[config.mk]
export PLATFORM = sky130hd
export DESIGN_NAME = gr_bin_counter
export DESIGN_NICKNAME = d
export VERILOG_FILES = /design/src/rtl/gr_bin_counter.sv
export SDC_FILE = /design/constraint.sdc
export NUM_CORES = 1
export LEC_CHECK = 0
export CAP_MARGIN = 0
export CELL_PAD_IN_SITES_DETAIL_PLACEMENT = 0
export CELL_PAD_IN_SITES_GLOBAL_PLACEMENT = 1
export CORE_AREA = 4 4 41 43
export DETAILED_ROUTE_END_ITERATION = 8
export DIE_AREA = 0 0 45 47
export DONT_BUFFER_PORTS = 1
export PLACE_DENSITY_LB_ADDON = 0.1
export SLEW_MARGIN = 20
export SYNTH_ARGS = -nofsm -noshare
export SYNTH_HDL_FRONTEND = slang
export SYNTH_SLANG_ARGS = --single-unit
[constraint.sdc]
create_clock -name clk -period 1.2 [get_ports clk]
set_clock_uncertainty 0.15 [all_clocks]
set_input_delay 0.24 -clock clk [delete_from_list [all_inputs] [get_ports clk]]
set_output_delay 0.24 -clock clk [all_outputs]
set_load 0.02 [all_outputs]
[src/rtl/gr_bin_counter.sv]
// Free-running Gray-code up-counter; binary and Gray outputs are registered together, one step per clk, no stall.
// Define GR_BIN_COUNTER_TC_EN to add the registered terminal-count output tc.
module gr_bin_counter #(
    parameter int WIDTH = 4
) (
    input  logic             clk,
    input  logic             rst,
    output logic [WIDTH-1:0] gray_count,
    output logic [WIDTH-1:0] bin_count
`ifdef GR_BIN_COUNTER_TC_EN
    ,
    output logic             tc
`endif
);

    logic [WIDTH-1:0] bin_next;
    logic [WIDTH-1:0] gray_next;

    // Gray is encoded from the next binary value so both registers land on the same edge.
    always_comb begin
        bin_next  = bin_count + WIDTH'(1);
        gray_next = bin_next ^ (bin_next >> 1);
    end

    always_ff @(posedge clk or posedge rst) begin
        if (rst) begin
            bin_count  <= '0;
            gray_count <= '0;
        end else begin
            bin_count  <= bin_next;
            gray_count <= gray_next;
        end
    end

`ifdef GR_BIN_COUNTER_TC_EN
    always_ff @(posedge clk or posedge rst) begin
        if (rst) begin
            tc <= 1'b0;
        end else begin
            tc <= (bin_next == {WIDTH{1'b1}});
        end
    end
`endif

endmodule

==> flow_summary.toml, run 1 <==
[global_route]
grt_usage_pct = 6.20
first_global_vias = 197
grt_start_max_net_pins = 8
grt-ovfl-total = 0
antenna_found_initial = 0
grt_pass1_wl_um = 793

[outcome]
status = "finished, violations left"
violations = "setup timing"

[logic_synthesis]
ys_types = 8
yosys_register_bits = 7
async_reset_ff_share_pct = 100
yosys.area.top_type = "dfrtp_1"
synth_top_cell_area_share_pct = 64.5
syn_inst = 19
yosysMostFrequentCell = "dfrtp_1"
synthTopCellsByArea = "dfrtp_1 65%, xnor2_1 13%, xor2_1 6.5%"
synth_edf_count = 0
yosys-top-cells-count = "7 x dfrtp_1, 4 x xnor2_1, 2 x inv_1, 2 x xor2_1"
ys.flop_type = "dfrtp_1"
ys_seq_area_share_pct = 64.5
yosys_warnings = 0
syn_area_um2 = 272
avgSynthCellArea_um2 = 14.3
synth_nets = 22

[clocking]
clkTransAtPathRegs_ns = 0.05
cts_tree = "done"
cts_sinks = 7
cts-root-buf = "clkbuf_4"
cts_buffer_depth = 2
h-tree-depth = 1
clock_latency_ns = 0.24
cts_buffers = 3

[floorplanning]
dieArea_um2 = 2120
coreArea_um2 = 1300
rows = 13
pin_count = 10
die_w_um = 45
die_h_um = 47
start_util_pct = 20.9

[finish]
num_antenna_cells = 0
fin_util_pct = 30.6
fin_cells = 44
area_delta_synth_final_pct = 46.5
drive_above_1_share_pct = 48.3
fin_nets = 33

[power_and_ir_drop]
peakVddDrop_mv = 0.653
clkPwrFrac_pct = 45.8
power.internal_uw = 365
p_per_area_nw_per_um2 = 1130
p_seq_share_pct = 52.6
p_comb_share_pct = 1.6
p_sw_share_pct = 18.8
netSwitchingPower_uw = 84.4
p_leak_nw = 0.186

[worst_setup_path]
cp_max_fo = 3
critPathLaunchType = "flop"
r2r-end = "gray_count[1]$_DFF_PP0_"
ff2ff_path_depth = 3
path_class = "reg -> reg"
rrSetupSlack_ns = -0.03
crit_arrival_ns = 1.20
rr_startpoint = "bin_count[0]$_DFF_PP0_"
crit_required_ns = 1.17
crit_path_end_kind = "flop"

[sta]
final_min_period_over_clock_period_pct = 103
fin_ws_ns = -0.0303
finalSetupViolations = 2
period_needed_ns = 1.23
rsz0062_at_grt = "true"
slew_violations = 0
holdWs_ns = 0.219
relSlewSlack_pct = 82.3
worst_pin_slew_ns = 0.265
clock.fmax_mhz = 813
tns_ns = -0.0316
hold_viol_final = 0

[routing]
firstDrtPassIters = 2
drc_errors = 0
via_per_inst = 3.77
drtAntennaViolNets = 0
wl_per_cell_um = 10.8
dr.first_iter.drc_count = 3
drt_wl_total_um = 473
vias = 166

[place]
place_ws_ns = -0.0288
hpwl_um = 372
dp.cells = 37
port_buffers = 0
place_congestion = 0.563

[run]
drv_cap = 0

[worst_hold_path]
hold_path.class = "in -> async"
[sequential cells by signal (all words and copies together) (netlist names)]
| signal | cells |
|---|---|
| gray_count | 3 |
| bin_count | 4 |
[critical path, stage by stage (launching register included)]
cell	delay, ns
dfrtp_2	0.47
ha_4	0.20
xor2_2	0.15
xor2_1	0.14
[layout by cell type (no fill, tap or decap), drive strengths merged]
master | Yosys | layout
ha | 1 | 1
xnor2 | 4 | 4
xor2 | 2 | 2
dlygate4sd3 | 0 | 1
buf | 1 | 6
inv | 2 | 2
a21boi | 1 | 1
clkbuf | 0 | 4
nand3 | 1 | 1
dfrtp | 7 | 7
[metal layers]
layer / routed length [um] / global-route usage [%] / vias to the layer above / share of wire [%]
li1: - / - / 78 / -
met1: 174 / 4.86 / 77 / 37
met2: 214 / 8.47 / 9 / 45
met3: 75 / 6.90 / 2 / 16
met4: 8 / 5.26 / 0 / 1.7
met5: 0 / 0 / - / 0
[final cells by class]
cell class	instances	area (um^2)
Timing Repair Buffer	7	66.3
Fill cell	143	903
Inverter	2	7.51
Tap cell	15	18.8
Multi-Input combinational cell	9	101
Clock buffer	4	26.3
Sequential cell	7	178
[timing repair]
item / in CTS / in global routing
endpoints found under the hold margin: 7 / 0
resized for setup: 2 / 1
hold buffers: 1 / 0
pin swaps: 0 / 0
endpoints found under the setup margin: 5 / 6
buffers inserted: 2 / 0
[worst max-delay path by stage]
stage / depth (start not counted) / slack (ns) / from / to
detailed placement: 3 / -0.03 / bin_count[0]$_DFF_PP0_ / gray_count[1]$_DFF_PP0_
global route: 3 / -0.06 / bin_count[0]$_DFF_PP0_ / gray_count[1]$_DFF_PP0_
finish: 3 / -0.03 / bin_count[0]$_DFF_PP0_ / gray_count[1]$_DFF_PP0_
floorplan: 3 / -0.03 / bin_count[0]$_DFF_PP0_ / gray_count[1]$_DFF_PP0_
CTS: 3 / -0.04 / bin_count[0]$_DFF_PP0_ / gray_count[1]$_DFF_PP0_
global placement: 3 / -0.03 / bin_count[0]$_DFF_PP0_ / gray_count[1]$_DFF_PP0_
[stage by stage]
| step | total power, mW | cell area, um^2 |
|---|---|---|
| final | 0.450 | 398 |
| after global routing | 0.474 | 398 |
| after CTS | 0.463 | 394 |
| after detailed placement | 0.245 | 335 |
| after global placement | 0.245 | 335 |
| after floorplan | 0.244 | 294 |
[power by group through the flow]
stage	Clock [mW]	Combinational, mW	Sequential (mW)
2_1_floorplan	0	0.00371	0.240
3_5_place_dp	0	0.00505	0.240
6_report	0.206	0.00718	0.236
3_3_place_gp	0	0.00494	0.240
4_1_cts	0.219	0.00760	0.236
5_1_grt	0.229	0.00913	0.236
[cell families after synthesis]
| kind of cell | after synthesis | share of synthesized area [%] |
|---|---|---|
| flip-flops | 7 | 64.5 |
| buffers and inverters | 3 | 5.53 |
| adder cells (fa/ha/maj) | 1 | 4.61 |
| AO/OA/AOI/OAI | 1 | 4.15 |
| XOR/XNOR | 6 | 19.4 |
| AND/OR/NAND/NOR | 1 | 1.84 |
Note: power is estimated with default switching activity, not from simulation.
==> inputs of run 2 (changes only) <==
--- a/config.mk
+++ b/config.mk
@@ -9,6 +9,7 @@
 export CELL_PAD_IN_SITES_DETAIL_PLACEMENT = 0
 export CELL_PAD_IN_SITES_GLOBAL_PLACEMENT = 1
 export CORE_AREA = 4 4 41 43
+export CTS_BUF_LIST = sky130_fd_sc_hd__clkbuf_8
 export DETAILED_ROUTE_END_ITERATION = 8
 export DIE_AREA = 0 0 45 47
 export DONT_BUFFER_PORTS = 1
==> flow_summary.toml, run 2 (synthesized netlist as in run 1, its figures left out) <==
[routing]
firstDrtPassIters = 2
drc_errors = 0
drt_wl_total_um = 484
dr.first_iter.drc_count = 2
drtAntennaViolNets = 0
via_per_inst = 3.86
wl_per_cell_um = 11.0
vias = 170

[sta]
fin_ws_ns = -0.0301
finalSetupViolations = 1
worst_pin_slew_ns = 0.266
relSlewSlack_pct = 82.3
holdWs_ns = 0.242
clock.fmax_mhz = 813
final_min_period_over_clock_period_pct = 103
hold_viol_final = 0
slew_violations = 0
period_needed_ns = 1.23
rsz0062_at_grt = "true"

[finish]
top_register = "bin_count"
top_regs = "bin_count (4), gray_count (3)"
seq_area_um2 = 178
layout_common_cells = "5 x dfrtp_1, 4 x xnor2_1, 4 x buf_4"
fin_cells = 44
drive_above_1_share_pct = 48.3
num_antenna_cells = 0
layout_commonest_cell = "dfrtp_1"
fin_util_pct = 31.7
multi_input_area_um2 = 101
area_delta_synth_final_pct = 52.1
fin_nets = 33
fillers = 138
largest_reg_flops = 4

[global_route]
grt-ovfl-total = 0
grt_pass1_wl_um = 800
grt_start_max_net_pins = 8
first_global_vias = 198
grt_usage_pct = 6.28
antenna_found_initial = 0

[clocking]
cts_buffer_depth = 2
cts-root-buf = "clkbuf_8"
h-tree-depth = 1
clock_latency_ns = 0.22
cts_sinks = 7
cts_buffers = 3
cts_tree = "done"
clkTransAtPathRegs_ns = 0.04

[worst_setup_path]
crit_path_end_kind = "flop"
cp_cell_sequence = "ha_4 -> xor2_2 -> xor2_1"
crit_required_ns = 1.15
cp_max_fo = 3
path_buf_inv = 0
path_delay_family = "flip-flops"
slowest_delay_ns = 0.47
crit_arrival_ns = 1.18
cp_slowest_cell = "dfrtp_2"
path_class = "reg -> reg"
critPathLaunchType = "flop"

[power_and_ir_drop]
p_leak_nw = 0.197
clkPwrFrac_pct = 56.6
p_comb_share_pct = 1.3
peakVddDrop_mv = 0.907
p_sw_share_pct = 18.2
p_per_area_nw_per_um2 = 1360
p_seq_share_pct = 42.2
power.internal_uw = 460
netSwitchingPower_uw = 102

[place]
dp.cells = 37
place_congestion = 0.563
port_buffers = 0
hpwl_um = 372

[worst_hold_path]
hold_path.class = "in -> async"

[run]
drv_cap = 0

[floorplanning]
rows = 13
dieArea_um2 = 2120
pin_count = 10
start_util_pct = 20.9
coreArea_um2 = 1300
die_w_um = 45
die_h_um = 47

[outcome]
status = "finished, violations left"
violations = "setup timing"
-- run 2: layout make-up --
type,instances,area share [%]
flip-flops and latches,7,43.0
multi-input cells,9,24.5
repair buffers,7,15.2
clock buffers,3,10.0
well taps,15,4.55
inverters,2,1.82
clock inverters,1,0.909
-- run 2: metrics by stage --
step	setup slack, ns	area, um^2	power [mW]	TNS [ns]
global placement	-0.0280	335	0.245	-0.0280
floorplan	-0.0303	294	0.244	-0.0303
global route	-0.0573	413	0.583	-0.107
detailed placement	-0.0288	335	0.245	-0.0288
finish	-0.0301	413	0.563	-0.0301
CTS	-0.0356	413	0.569	-0.0356
-- run 2: per-layer routing --
layer / vias up / global-route usage, % / wire length [um]
met5: - / 0 / 0
met4: 0 / 5.26 / 8
met3: 2 / 6.90 / 78
met2: 9 / 8.47 / 215
met1: 81 / 5.09 / 180
li1: 78 / - / -
-- run 2: worst paths after layout --
check | startpoint | end | slack [ns] | cells past startpoint
max in group asynchronous | rst | bin_count[1]$_DFF_PP0_ | 0.43 | 2
worst max-delay path | bin_count[0]$_DFF_PP0_ | gray_count[1]$_DFF_PP0_ | -0.03 | 3
worst max register to register | bin_count[0]$_DFF_PP0_ | gray_count[1]$_DFF_PP0_ | -0.03 | 3
worst min-delay path | rst | gray_count[0]$_DFF_PP0_ | 0.24 | 2
min in group clk | bin_count[1]$_DFF_PP0_ | bin_count[1]$_DFF_PP0_ | 0.43 | 1
worst min register to register | bin_count[1]$_DFF_PP0_ | bin_count[1]$_DFF_PP0_ | 0.43 | 1
-- run 2: power groups by stage --
stage                     Clock, mW  Combinational, mW  Sequential [mW]
after detailed placement          0            0.00505            0.240
after floorplan                   0            0.00371            0.240
after global routing          0.337            0.00913            0.237
after global placement            0            0.00494            0.240
after CTS                     0.325            0.00760            0.237
final                         0.318            0.00720            0.237
-- run 2: repair_timing --
| item | CTS | global route |
|---|---|---|
| hold buffers | 1 | 0 |
| hold endpoints to repair | 7 | 0 |
| buffers inserted | 2 | 0 |
| gates resized for setup | 2 | 0 |
| endpoints found under the setup margin | 5 | 2 |
==> inputs of run 3 (changes only) <==
--- a/config.mk
+++ b/config.mk
@@ -13,7 +13,7 @@
 export DETAILED_ROUTE_END_ITERATION = 8
 export DIE_AREA = 0 0 45 47
 export DONT_BUFFER_PORTS = 1
-export PLACE_DENSITY_LB_ADDON = 0.1
+export PLACE_DENSITY = 0.49
 export SLEW_MARGIN = 20
 export SYNTH_ARGS = -nofsm -noshare
 export SYNTH_HDL_FRONTEND = slang
==> flow_summary.toml, run 3 (synthesized netlist as in run 1, its figures left out) <==
[worst_setup_path]
rrSetupSlack_ns = -0.04
cp_max_fo = 3
crit_path_end_kind = "flop"
cp_slowest_cell = "dfrtp_2"
ff2ff_path_depth = 3
slowest_delay_ns = 0.47
r2r-end = "gray_count[1]$_DFF_PP0_"
path_class = "reg -> reg"
rr_startpoint = "bin_count[0]$_DFF_PP0_"
crit_required_ns = 1.15
cp_cell_sequence = "ha_4 -> xor2_2 -> xor2_1"
critPathLaunchType = "flop"
crit_arrival_ns = 1.19

[sta]
worst_pin_slew_ns = 0.254
final_min_period_over_clock_period_pct = 103
slew_violations = 0
clock.fmax_mhz = 807
fin_ws_ns = -0.0384
period_needed_ns = 1.24
rsz0062_at_grt = "true"
finalSetupViolations = 1
relSlewSlack_pct = 83.0
tns_ns = -0.0384
hold_viol_final = 0
holdWs_ns = 0.230

[global_route]
grtUsageMet1_pct = 5.56
grt-ovfl-total = 0
antenna_found_initial = 0
top_usage_layer = "met2"
grt_usage_pct = 5.88
first_global_vias = 202
grt_use_met2_pct = 7.34
met3_usage_pct = 6.51
grt_pass1_wl_um = 779
grt_start_max_net_pins = 8

[clocking]
clkTransAtPathRegs_ns = 0.04
cts_buffers = 3
cts_sinks = 7
clock_latency_ns = 0.22
cts_tree = "done"
h-tree-depth = 1
cts_buffer_depth = 2
cts-root-buf = "clkbuf_8"

[finish]
layout_common_cells = "5 x dfrtp_1, 4 x buf_4, 3 x inv_1, 3 x xnor2_1, 3 x clkbuf_8"
top_regs = "bin_count (4), gray_count (3)"
fin_nets = 33
top_register = "bin_count"
num_antenna_cells = 0
largest_reg_flops = 4
layout_commonest_cell = "dfrtp_1"
drive_above_1_share_pct = 51.7
stdcell_area_um2 = 420
area_delta_synth_final_pct = 54.8

[routing]
via_per_inst = 3.68
drt_wl_total_um = 451
drtAntennaViolNets = 0
firstDrtPassIters = 4
vias = 162
wl_per_cell_um = 10.3
dr.first_iter.drc_count = 2
drc_errors = 0

[place]
port_buffers = 0
place_congestion = 0.692
place_area_um2 = 335

[floorplanning]
dieArea_um2 = 2120
die_w_um = 45
pin_count = 10
rows = 13
coreArea_um2 = 1300
die_h_um = 47
start_util_pct = 20.9

[outcome]
violations = "setup timing"
status = "finished, violations left"

[power_and_ir_drop]
p_per_area_nw_per_um2 = 1330
p_leak_nw = 0.198
total_power_uw = 560
peakVddDrop_mv = 0.654

[run]
drv_cap = 0

[worst_hold_path]
hold_path.class = "in -> async"
==> run 3: cell counts in the layout (fill, tap and decap cells not counted) <==
No cell type changed its count.
==> run 3: worst max-delay path by stage <==
stage,from,endpoint,slack (ns),depth (start not counted)
after floorplan,bin_count[0]$_DFF_PP0_,gray_count[1]$_DFF_PP0_,-0.03,3
after global placement,bin_count[0]$_DFF_PP0_,gray_count[1]$_DFF_PP0_,-0.02,3
after detailed placement,bin_count[0]$_DFF_PP0_,gray_count[1]$_DFF_PP0_,-0.03,3
after CTS,bin_count[0]$_DFF_PP0_,gray_count[1]$_DFF_PP0_,-0.04,3
after global routing,bin_count[0]$_DFF_PP0_,gray_count[1]$_DFF_PP0_,-0.06,3
final,bin_count[0]$_DFF_PP0_,gray_count[1]$_DFF_PP0_,-0.04,3
==> run 3: timing repair <==
action	CTS	global route
gates cloned	0	0
resized for setup	2	1
setup buffers	2	0
endpoints found under the hold margin	7	0
setup endpoints to repair	6	2
hold buffers	1	0
pin swaps	0	1
==> run 3: where the power goes <==
| group | switching (mW) | internal (mW) |
|---|---|---|
| Clock | 0.0957 | 0.221 |
| Sequential | 0 | 0.237 |
| Combinational | 0.00451 | 0.00239 |
==> run 3: stage by stage <==
step / std cells / setup WS, ns / utilization (%)
6_report: 44 / -0.0384 / 32.3
5_1_grt: 44 / -0.0578 / 32.3
4_1_cts: 44 / -0.0382 / 31.7
3_5_place_dp: 37 / -0.0265 / 25.8
3_3_place_gp: 37 / -0.0247 / 25.8
2_1_floorplan: 19 / -0.0303 / -
==> run 3: worst max-delay path: cells and delay by family (launching register included) <==
family     cells  cell delay (ns)
fa+ha+maj      1             0.21
xor+xnor       2             0.29
flops          1             0.47
==> run 3: cell type report <==
class | instances | area, um^2
Tap cell | 15 | 18.8
Inverter | 2 | 7.51
Sequential cell | 7 | 178
Multi-Input combinational cell | 9 | 109
Clock buffer | 3 | 41.3
Clock inverter | 1 | 3.75
Timing Repair Buffer | 7 | 62.6
Fill cell | 139 | 881
==> run 3: layer usage <==
layer	up-vias	share of wire (%)	routed length, um
met2	11	40	179
li1	77	-	-
met5	-	0	0
met3	0	17	77
met1	74	43	193
met4	0	0	0
